File: config.mk
export PLATFORM = sky130hd
export DESIGN_NAME = mem_arbiter
export DESIGN_NICKNAME = d
export VERILOG_FILES = /design/src/rtl/mem_arbiter.sv
export SDC_FILE = /design/constraint.sdc
export NUM_CORES = 1
export LEC_CHECK = 0
export CAP_MARGIN = 20
export CORE_AREA = 2 2 649 651
export DETAILED_ROUTE_END_ITERATION = 7
export DIE_AREA = 0 0 651 653
export PLACE_DENSITY = 0.3
export SYNTH_ARGS = -nofsm -noshare
export SYNTH_HDL_FRONTEND = slang
export SYNTH_SLANG_ARGS = --single-unit
File: constraint.sdc
create_clock -name clk_i -period 2.3 [get_ports clk_i]
set_input_delay 0.345 -clock clk_i [delete_from_list [all_inputs] [get_ports clk_i]]
set_output_delay 0.345 -clock clk_i [all_outputs]
set_load 0.03 [all_outputs]
File: src/rtl/mem_arbiter.sv
// Two-port arbiter sharing one Data_Memory line port, one transaction in flight at a time.
// Define MEM_ARB_RR_EN for round-robin on ties; otherwise port 0 has fixed priority.
module mem_arbiter #(
  parameter int ADDR_W = 32,
  parameter int DATA_W = 256
) (
  input  logic              clk_i,
  input  logic              rst_i,
  input  logic              m0_enable_i,
  input  logic              m0_write_i,
  input  logic [ADDR_W-1:0] m0_addr_i,
  input  logic [DATA_W-1:0] m0_data_i,
  output logic              m0_ack_o,
  output logic [DATA_W-1:0] m0_data_o,
  input  logic              m1_enable_i,
  input  logic              m1_write_i,
  input  logic [ADDR_W-1:0] m1_addr_i,
  input  logic [DATA_W-1:0] m1_data_i,
  output logic              m1_ack_o,
  output logic [DATA_W-1:0] m1_data_o,
  output logic              mem_enable_o,
  output logic              mem_write_o,
  output logic [ADDR_W-1:0] mem_addr_o,
  output logic [DATA_W-1:0] mem_data_o,
  input  logic              mem_ack_i,
  input  logic [DATA_W-1:0] mem_data_i
);

  // state | meaning
  // IDLE  | no memory transaction; next request (if any) is arbitrated this cycle
  // BUSY  | memory driven from granted port until mem_ack_i
  typedef enum logic {IDLE = 1'b0, BUSY = 1'b1} state_t;

  state_t state_q, state_d;
  logic   grant_q, grant_d;
  logic   last_grant_q, last_grant_d;
  logic   drop_q, drop_d;
  logic   req_any, winner, grant_en, aborted;

  assign req_any  = m0_enable_i | m1_enable_i;
  assign grant_en = grant_q ? m1_enable_i : m0_enable_i;
  // Once the owner lets go of enable, the in-flight ack belongs to nobody.
  assign aborted  = drop_q | ~grant_en;

`ifdef MEM_ARB_RR_EN
  assign winner = (m0_enable_i & m1_enable_i) ? ~last_grant_q : ~m0_enable_i;
`else
  assign winner = ~m0_enable_i;
`endif

  always_comb begin
    state_d      = state_q;
    grant_d      = grant_q;
    last_grant_d = last_grant_q;
    drop_d       = drop_q;
    mem_enable_o = 1'b0;
    mem_write_o  = 1'b0;
    mem_addr_o   = '0;
    mem_data_o   = '0;
    m0_ack_o     = 1'b0;
    m1_ack_o     = 1'b0;
    case (state_q)
      IDLE: begin
        if (req_any) begin
          grant_d = winner;
          drop_d  = 1'b0;
          state_d = BUSY;
        end
      end
      BUSY: begin
        mem_enable_o = 1'b1;
        mem_write_o  = grant_q ? m1_write_i : m0_write_i;
        mem_addr_o   = grant_q ? m1_addr_i  : m0_addr_i;
        mem_data_o   = grant_q ? m1_data_i  : m0_data_i;
        if (mem_ack_i) begin
          m0_ack_o     = ~grant_q & ~aborted;
          m1_ack_o     =  grant_q & ~aborted;
          last_grant_d = grant_q;
          state_d      = IDLE;
        end else begin
          drop_d = aborted;
        end
      end
      default: state_d = IDLE;
    endcase
  end

  always_ff @(posedge clk_i) begin
    if (rst_i) begin
      state_q      <= IDLE;
      grant_q      <= 1'b0;
      last_grant_q <= 1'b1;
      drop_q       <= 1'b0;
    end else begin
      state_q      <= state_d;
      grant_q      <= grant_d;
      last_grant_q <= last_grant_d;
      drop_q       <= drop_d;
    end
  end

  assign m0_data_o = mem_data_i;
  assign m1_data_o = mem_data_i;

endmodule

==> results.txt <==
Status = finished, final reports clean
Clock insertion delay at the later pin of the skew report = 0.23 ns
RSZ-0062 raised after global routing = true
Share of layout cells above drive strength 1 = 0.2292
Setup_tns = 0 ns
H-tree Lvls = 1
Arr. time, crit path = 1.94 ns
Vias in the first global route = 10.90k
Area growth from synthesis to layout = 169.4%
CTS tree = yes
#FFs+latches synth = 3
Largest family of logic cells by synthesized area = buffers and inverters
Core Area = 418400 um2
Max_cap viols = 0
Cell Area, Synth = 8611 um2
Clock Path Buffers = 2
Setup Buffers After CTS = 0
DRT Wirelength = 308900 um
Reg-to-reg setup timing slack = 0.99 ns
First-pass GRT wire length = 333200 um
Max VDD drop = 0.1626 mV
Worst Hold Path EP = drop_q$_SDFFE_PP0P_
Hold Path Stages = 1
Top cell type's share of synthesized area = 0.4490
Mapped Avg Cell Area = 7.347 um2
Width of the die = 651 um
Vias = 11.27k
Gr ovfl total = 0
Slew Limit Headroom = 0.6514
Worst EP required = 1.96 ns
Largest net degree at the start of global routing = 57
CTS Sinks = 3
Hold Startpoint = drop_q$_SDFFE_PP0P_
CTS buffer count = 3
Cells after synthesis = 1172
Tmin final = 2.284 ns
Site Rows = 238
Cell Pwr Density = 269.8 nW/um2
Post-route ant nets = 0
DR WL/cell = 43.79 um
Hold Path Class = reg2reg
RD Place Congestion = 0.8007
Worst hold margin = 0.5757 ns
LEAKAGE = 0.006400 uW
Final Setup Violations = 0
R2R Path Start = grant_q$_SDFFE_PP0P_
IO buf count = 874
Nets = 2345
Hold_buf cts = 0
I/O pin cnt = 1643
Multiplexer area fraction after synthesis = 0.3371
Number of remaining DRC errors = 0
Die Y = 653 um
Initial DRC count = 530
DRT Pass-1 Iters = 5
Final Hold Fails = 0
FMAX = 437.8 MHz
Vias per cell = 1.598
Compound-Gate Fraction of Synth Area = 0.004940
DP Wirelength = 299200 um
Clock slew seen by the registers of the worst setup and hold paths = 0.03 ns
Initial Util = 0.02058
Net Count, Synth = 2011
Power Total = 6258 uW
Core Util, Final = 0.05544
Largest cells by area after synthesis = buf_4 45%, mux2i_1 34%, nor2_1 13%
Die Footprint = 425100 um2
Adder-Cell Fraction of Synth Area = 0
Worst R2R End = grant_q$_SDFFE_PP0P_
Post-Synth XOR/XNOR Area = 0
Total track usage = 0.1392
Initial antenna violation count = 239
Synth Area in Simple Gates = 0.1308
Final period util = 0.9932
Leading area contributor after synthesis = buf_4
Crit end category = primary output
Register area share after synthesis = 0.006975
Worst r2r path cells = 4
CP Class = reg2out
Worst clock skew = 0.002342 ns
Startpoint types = flop
Synthesis Warnings = 0
Worst slew pin tran = 0.5212 ns
Worst-path fanout max = 20
Netlist cell types = 20
Root Driver = clkbuf_16
Slew Limit Fails = 0
[layout make-up]
type / instances / area [um2]
diodes: 28 / 70.07
clock buffers: 4 / 78.83
fillers: 49180 / 395200
multi-input cells: 589 / 4214
inverters: 3 / 18.77
flip-flops and latches: 3 / 65.06
repair buffers: 906 / 11840
well taps: 5520 / 6907
[Yosys cell counts]
cell type / n
a221oi_2: 1
a32o_1: 1
buf_12: 2
buf_2: 20
buf_4: 515
buf_6: 10
buf_8: 21
clkbuf_1: 9
dfxtp_1: 3
inv_1: 2
inv_2: 1
mux2i_1: 290
nand2_1: 2
nand2b_1: 1
nor2_1: 289
nor3_1: 1
nor3b_1: 1
nor4b_2: 1
o21bai_1: 1
o311a_1: 1
[repair_timing]
item	4_1_cts	5_1_grt
gates cloned	0	2
gates resized for setup	25	13
setup endpoints to repair	20	23
[how the worst max path moves through the flow]
stage	from	to	slack (ns)	cells after the start
2_1_floorplan	state_q$_SDFF_PP0_	mem_data_o[150]	0.48	5
3_3_place_gp	m0_data_i[60]	mem_data_o[60]	0.08	4
3_5_place_dp	m0_data_i[60]	mem_data_o[60]	0.08	4
4_1_cts	grant_q$_SDFFE_PP0P_	mem_data_o[18]	-0.03	5
5_1_grt	grant_q$_SDFFE_PP0P_	mem_data_o[137]	0.0004	6
6_report	grant_q$_SDFFE_PP0P_	mem_data_o[60]	0.02	6
[layer usage]
layer	vias to the layer above	wire length [um]	GRT usage
li1	3956	-	-
met5	-	1316	0.008829
met4	133	11730	0.03542
met3	607	77140	0.1622
met1	4612	70990	0.09280
met2	1965	147700	0.2412
[logic make-up (layout without fill, tap and decap cells)]
family                 Yosys count  in the layout
AO/OA/AOI/OAI                    4              4
buffers and inverters          580            913
flip-flops                       3              3
multiplexers                   290            290
other                            0             28
AND/OR/NAND/NOR                295            295
[state kept, by name, summed over array words and instances, names as in the netlist]
register	count
drop_q	1
grant_q	1
state_q	1
[critical path: stages (launching register included)]
cell     delay (ns)
dfxtp_4        0.34
buf_12         0.15
buf_16         0.24
buf_4          0.17
mux2i_4        0.20
nor2_1         0.32
buf_12         0.18
[cell usage in the layout, fill, tap and decap left out, drive strengths merged, types with 2 or more instances in the layout]
master	netlist	routed
clkbuf	9	6
diode	0	28
buf	568	311
nand2	2	2
dfxtp	3	3
mux2i	290	290
inv	3	3
nor2	289	289
clkdlybuf4s50	0	593
[report_power, final]
| group | leakage, uW | switching [uW] | internal [uW] |
|---|---|---|---|
| logic | 0.00634 | 3300 | 2620 |
| clock network | 0.0000383 | 53.5 | 229 |
| registers | 0.0000256 | 6.45 | 56.0 |
| total | 0.00640 | 3360 | 2900 |
[stage by stage]
| step | cells | worst slack, ns | cell area, um2 |
|---|---|---|---|
| 2_1_floorplan | 1172 | 0.4816 | 8611 |
| 3_3_place_gp | 7019 | 0.08009 | 22810 |
| 3_5_place_dp | 7019 | 0.07626 | 22810 |
| 4_1_cts | 7023 | -0.02632 | 23020 |
| 5_1_grt | 7040 | 0.0003617 | 23160 |
| 6_report | 7053 | 0.01560 | 23200 |
(Power assumes the default switching activity.)
